## src/rtl/lockstep_checker.sv

```systemverilog
// Lockstep comparator: per-channel DUT/model compare, time-stamped mismatch log, PASS/FAIL run control.
// Optional build macro LOCKSTEP_STOP_ON_ERR_EN: fail on the first mismatch instead of running to halt.

module lockstep_lane #(
   parameter int WIDTH = 16
) (
   input  logic             en,
   input  logic [WIDTH-1:0] dut_val,
   input  logic [WIDTH-1:0] exp_val,
   output logic             mis
);
   assign mis = en && (dut_val != exp_val);
endmodule


```

## config.mk

```make
export PLATFORM = sky130hd
export DESIGN_NAME = lockstep_lane
export DESIGN_NICKNAME = d
export VERILOG_FILES = /design/src/rtl/lockstep_checker.sv
export SDC_FILE = /design/constraint.sdc
export NUM_CORES = 1
export LEC_CHECK = 0
export CORE_AREA = 2 2 39 41
export DETAILED_ROUTE_END_ITERATION = 8
export DIE_AREA = 0 0 41 43
export PLACE_DENSITY = 0.69
export SYNTH_ARGS = -nofsm -noshare
export SYNTH_HDL_FRONTEND = slang
export SYNTH_SLANG_ARGS = --single-unit
export TNS_END_PERCENT = 10
```

## constraint.sdc

```tcl
create_clock -name vclk -period 1.5
set_input_delay 0.45 -clock vclk [all_inputs]
set_output_delay 0.45 -clock vclk [all_outputs]
set_load 0.01 [all_outputs]
```

== Yosys cells after proc, flatten, opt, wreduce, memory -nomap -nowiden ==
Index checks and enable logic that the tools add are counted.
W data, S select, Z words.
Operators by class
  reductions and logical operators: 1
  eq/ne operators: 1
Operators with widths (count)
  $ne A16 B16 Y1: 1
  $logic_and A1 B1 Y1: 1
Word-level totals
  logic and storage cells: 2
  register bits: 0
  output and inout port bits: 1
  bits of input ports: 33

== Logic depth before layout (Yosys ltp) ==
Gate-level depths: netlist of run 1.
  depth in word-level cells: 2
  gate-level depth with buffers: 3
  mapped depth without buffers: 3

== Worst setup path after synthesis of run 1 ==
No wires, ideal clock.
  path kind: input to output
  start: in exp_val[10]
  end: out mis
  stages on the path: 3
  path buffers: 0
  setup slack: -0.082 ns
  data required time: 1.050 ns
  arrival time: 1.132 ns
  path through: xnor2_1 nand4_1 o41a_1
Between the ends
  longest elaborated chain between the ends: 2
RTL lines
  from (decl): line 9  | input logic [WIDTH-1:0] exp_val,
  $ne A16 B16 Y1: line 12  | assign mis = en && (dut_val != exp_val);
  $logic_and A1 B1 Y1: line 12
  to (decl): line 10  | output logic mis
Every way passes these cells.

== Worst setup path in the final report of run 1 ==
  start: in exp_val[15]
  end: out mis
The elaborated chain is that of the path after synthesis.

==> results of run 1 <==
worst max path at each step:
stage | cells past startpoint | start | end
floorplan | 3 | exp_val[9] | mis
global placement | 5 | exp_val[9] | mis
detailed placement | 5 | exp_val[9] | mis
CTS | 5 | dut_val[15] | mis
global route | 5 | dut_val[0] | mis
finish | 5 | exp_val[15] | mis
area by class of cell:
type                            count  area share [%]
Multi-Input combinational cell     21            52.0
Tap cell                           16            4.27
Timing Repair Buffer               34            43.7
kinds of logic after synthesis:
group	share of synthesized area (%)
xor+xnor	79.4
compound gates	6.38
simple gates	14.2
metrics by stage:
| stage | hold WS [ns] | setup TNS (ns) | setup slack [ns] | instances |
|---|---|---|---|---|
| detailed placement | 1.88 | -1.06 | -1.06 | 71 |
| CTS | 1.38 | -0.332 | -0.332 | 71 |
| finish | 1.35 | -0.322 | -0.322 | 71 |
| floorplan | 1.02 | -0.0719 | -0.0719 | 21 |
| global placement | 1.88 | -1.05 | -1.05 | 71 |
| global route | 1.40 | -0.389 | -0.389 | 71 |
critical path: stages:
cell and delay [ns]:
buf_6 0.09, xnor2_2 0.14, nand4_1 0.12, o41a_1 0.42, buf_2 0.14
placed cells by master, fill, tap and decap left out:
cell type / count
xnor2_2: 9
nand4_1: 4
clkbuf_2: 7
xnor2_1: 7
o41a_1: 1
buf_6: 4
clkdlybuf4s15_1: 1
buf_2: 21
clkdlybuf4s50_1: 1
routing by layer:
layer | up-vias | track usage (%) | part of all wire, %
li1 | 142 | - | -
met3 | 0 | 1.05 | 16
met1 | 106 | 8.92 | 32
met5 | - | 0 | 0
met4 | 0 | 0 | 0
met2 | 17 | 14.1 | 52
where the power goes:
group,leakage (uW),switching [uW],internal [uW]
registers,0,0,0
logic,0.000232,42.1,85.5
clock network,0,0,0
total,0.000232,42.1,85.5
timing repair:
| action | 4_1_cts | 5_1_grt |
|---|---|---|
| pin swaps | 19 | 10 |
| gates resized for setup | 100 | 16 |
| setup endpoints to repair | 1 | 1 |
| buffers inserted | 0 | 0 |
==> flow_summary.json, run 1 <==
{
  "status": "finished with violations",
  "failed_checks": "negative setup slack",
  "p_per_area_nw_per_um2": 272,
  "drtPass1Iterations": 1,
  "synthToLayoutAreaGrowth_pct": 166,
  "routabilityCongestion": 0.503,
  "placed_cell_area_um2": 559,
  "ys_warn_count": 0,
  "antenna_found_initial": 0,
  "hold_start": "dut_val[14]",
  "drc": 0,
  "register_area_um2": 0,
  "wl_per_cell_um": 9.46,
  "yosys.area.top_type_share_pct": 79.4,
  "seq_cell_count": 0,
  "track_usage_pct": 7.51,
  "syn_avg_cell_area_um2": 8.40,
  "vias": 265,
  "hold_path_class": "in2out",
  "cap_violations": 0,
  "grt_pass1_wl_um": 993,
  "synth_common_cells": "xnor2_1, nand4_1, o41a_1",
  "timing.final.max_slew_violations": 0,
  "syn-cell-area_um2": 176,
  "synth_most_common_cell": "xnor2_1",
  "max_slew_margin_pct": 90.4,
  "io_buffers": 34,
  "power_uw": 128,
  "p_leak_uw": 0.000232,
  "worstHoldEndpoint": "mis",
  "crit_path_max_fanout": 1,
  "fillers": 157,
  "utilization_pct": 33.9,
  "grt_max_degree": 2,
  "final_antenna_net_count": 0,
  "core_um2": 1380,
  "setup_violations": 1,
  "ys_types": 3,
  "min_period_ns": 1.82,
  "nets": 90,
  "timing.fmax_mhz": 549,
  "die_width_um": 41,
  "ios": 34,
  "finalHoldViolCount": 0,
  "synth_cells": 21,
  "die_y_um": 43,
  "multi_input_area_um2": 244,
  "dp_hpwl_um": 586,
  "hold_depth": 5,
  "grt_overflow": 0,
  "syn-num-nets": 54,
  "routed_via_density": 3.73,
  "yosysSeqAreaShare_pct": 0,
  "period_share_pct": 121,
  "clkbuf_count": 0,
  "ys_top_cells_by_area": "xnor2_1, nand4_1, o41a_1",
  "worst_pin_slew_ns": 0.143,
  "drt-initial-drc-count": 0,
  "peakVddDrop_uv": 61.6,
  "setup.worst_path.start_class": "input pin",
  "cp.required_ns": 1.05,
  "cp.arrival_ns": 1.37,
  "grt_pass1_vias": 266,
  "rsz0062_at_grt": "true",
  "critPathKind": "in2out",
  "design_area_um2": 469,
  "yosysTopAreaCell": "xnor2_1",
  "num_rows": 14,
  "start_util_pct": 12.7,
  "end_kind": "primary output",
  "antenna_cells_inserted": 0,
  "drive_above_1_share_pct": 74.5,
  "worst_slack_ns": -0.322,
  "wirelength_um": 672,
  "hold_buffers": 0,
  "die_area_um2": 1760
}
Note: power is estimated with default switching activity, not from simulation.
==> inputs of run 2 (changes only) <==
--- a/config.mk
+++ b/config.mk
@@ -5,10 +5,11 @@
 export SDC_FILE = /design/constraint.sdc
 export NUM_CORES = 1
 export LEC_CHECK = 0
+export ABC_AREA = 1
 export CORE_AREA = 2 2 39 41
 export DETAILED_ROUTE_END_ITERATION = 8
 export DIE_AREA = 0 0 41 43
-export PLACE_DENSITY = 0.69
+export PLACE_DENSITY = 0.82
 export SYNTH_ARGS = -nofsm -noshare
 export SYNTH_HDL_FRONTEND = slang
 export SYNTH_SLANG_ARGS = --single-unit
==> flow_summary.json, run 2 <==
{
  "design_area_um2": 652,
  "period_share_pct": 105,
  "grt_overflow": 0,
  "start_util_pct": 24.1,
  "setup.worst_path.start_class": "input pin",
  "grt_max_degree": 3,
  "synthToLayoutAreaGrowth_pct": 95.9,
  "synth_common_cells": "nand2_1, inv_1, nor2_1",
  "dp_slack_ns": -0.861,
  "layout_commonest_cell": "nand2_1",
  "ios": 34,
  "p_leak_uw": 0.000458,
  "p_seq_share_pct": 0,
  "drive_above_1_share_pct": 39.7,
  "peakVddDrop_uv": 80.4,
  "antenna_cells_inserted": 0,
  "hold_path_class": "in2out",
  "syn-cell-area_um2": 333,
  "end_kind": "primary output",
  "die_y_um": 43,
  "max_slew_margin_pct": 91.4,
  "synth_cells": 87,
  "drtPass1Iterations": 2,
  "register_area_um2": 0,
  "io_buffers": 34,
  "grt_pass1_wl_um": 1250,
  "drc": 0,
  "p_sw_share_pct": 40.2,
  "cp.arrival_ns": 1.13,
  "critPathKind": "in2out",
  "yosysSeqAreaShare_pct": 0,
  "timing.final.max_slew_violations": 0,
  "synth_most_common_cell": "nand2_1",
  "final_antenna_net_count": 0,
  "ys_warn_count": 0,
  "min_period_ns": 1.58,
  "status": "finished with violations",
  "worst_slack_ns": -0.0799,
  "clockPowerShare_pct": 0,
  "finalHoldViolCount": 0,
  "hold_depth": 4,
  "wl_per_cell_um": 6.64,
  "cap_violations": 0,
  "power_uw": 147,
  "grt_pass1_vias": 397,
  "final_cell_mix": "nand2_1, inv_1, buf_2, nor2_1, buf_6",
  "ys_types": 5,
  "setup_violations": 1,
  "drt-initial-drc-count": 2,
  "vias": 532,
  "hold_start": "en",
  "num_rows": 14,
  "die_width_um": 41,
  "placed_cell_area_um2": 693,
  "worstHoldEndpoint": "mis",
  "power_frac_comb_pct": 100.0,
  "wirelength_um": 909,
  "rsz0062_at_grt": "true",
  "p_int_uw": 87.9,
  "fin_hold_ws_ns": 1.32,
  "timing.fmax_mhz": 633,
  "syn_avg_cell_area_um2": 3.83,
  "clkbuf_count": 0,
  "core_um2": 1380,
  "post_cts_buffers": 0,
  "failed_checks": "negative setup slack",
  "yosysTopAreaCell": "nand2_1",
  "ys_top_cells_by_area": "nand2_1, inv_1, nor2_1",
  "die_area_um2": 1760,
  "seq_cell_count": 0,
  "yosys.area.top_type_share_pct": 44.0,
  "nets": 156,
  "worst_pin_slew_ns": 0.129,
  "dp_hpwl_um": 773,
  "syn-num-nets": 120,
  "cp.required_ns": 1.05,
  "fillers": 160,
  "crit_path_max_fanout": 2,
  "multi_input_area_um2": 253,
  "p_per_area_nw_per_um2": 225,
  "track_usage_pct": 9.19,
  "antenna_found_initial": 0,
  "routed_via_density": 3.88,
  "net-switching-power_uw": 59.1,
  "routabilityCongestion": 0.561
}
## run 2: cell count changes in the layout (fill, tap and decap cells not counted), moves of 8 or more
cell,previous run,this run
nand2_1,0,36
nor2_1,0,16
inv_1,0,18
xnor2_2,9,0
inv_2,0,8
buf_6,4,14
## run 2: timing repair
item | in CTS | in global routing
cloned | 0 | 0
hold buffers | 0 | 0
gates resized for setup | 142 | 21
hold endpoints to repair | 0 | 0
setup endpoints to repair | 1 | 1
pin swaps | 45 | 25
## run 2: cell type report
type | instances | area share (%)
multi-input combinational | 61 | 38.8
timing repair buffer | 34 | 43.2
inverter | 26 | 15.0
tap | 16 | 3.07
## run 2: power groups by stage
| stage | Clock (uW) | Combinational [uW] | Sequential (uW) |
|---|---|---|---|
| after floorplan | 0 | 53.9 | 0 |
| after global placement | 0 | 153 | 0 |
| after detailed placement | 0 | 158 | 0 |
| after CTS | 0 | 126 | 0 |
| after global routing | 0 | 167 | 0 |
| final | 0 | 147 | 0 |
## run 2: worst max-delay path, stage by stage
cell and delay, ns:
buf_6 0.09, nor2_2 0.09, nor2_1 0.05, nor2_1 0.09, nand2_1 0.06, nor2_1 0.10, a21oi_1 0.06, buf_2 0.14
## run 2: metrics by stage
step / TNS (ns) / utilization, % / instances
floorplan: 0 / - / 87
global placement: -0.850 / 50.1 / 137
detailed placement: -0.861 / 50.1 / 137
CTS: -0.103 / 41.3 / 137
global route: -0.189 / 47.1 / 137
finish: -0.0799 / 47.1 / 137
## run 2: cells by family after synthesis
family          Yosys count  share of synthesized area [%]
xor+xnor                  1                           2.63
compound gates            1                           1.50
buf+inv                  26                           29.3
simple gates             59                           66.5
## run 2: worst max-delay path by stage
stage | depth (start not counted) | startpoint | slack, ns | to
floorplan | 7 | dut_val[13] | 0.11 | mis
global placement | 8 | exp_val[13] | -0.85 | mis
detailed placement | 9 | dut_val[15] | -0.86 | mis
CTS | 9 | exp_val[1] | -0.10 | mis
global route | 8 | dut_val[0] | -0.19 | mis
finish | 8 | exp_val[0] | -0.08 | mis
## run 2: layer usage
layer | vias up | share of wire (%) | global-route usage, %
met5 | - | 0 | 0
met4 | 0 | 0 | 0
met3 | 0 | 9.1 | 0.524
met2 | 18 | 52 | 18.1
met1 | 208 | 39 | 10.4
li1 | 306 | - | -
==> inputs of run 3 (changes only) <==
--- a/config.mk
+++ b/config.mk
@@ -5,11 +5,10 @@
 export SDC_FILE = /design/constraint.sdc
 export NUM_CORES = 1
 export LEC_CHECK = 0
-export ABC_AREA = 1
 export CORE_AREA = 2 2 39 41
 export DETAILED_ROUTE_END_ITERATION = 8
 export DIE_AREA = 0 0 41 43
-export PLACE_DENSITY = 0.82
+export PLACE_DENSITY = 0.69
 export SYNTH_ARGS = -nofsm -noshare
 export SYNTH_HDL_FRONTEND = slang
 export SYNTH_SLANG_ARGS = --single-unit
==> results of run 3 <==
Same layout as run 1: the final DEF is identical, and so are final timing and power.
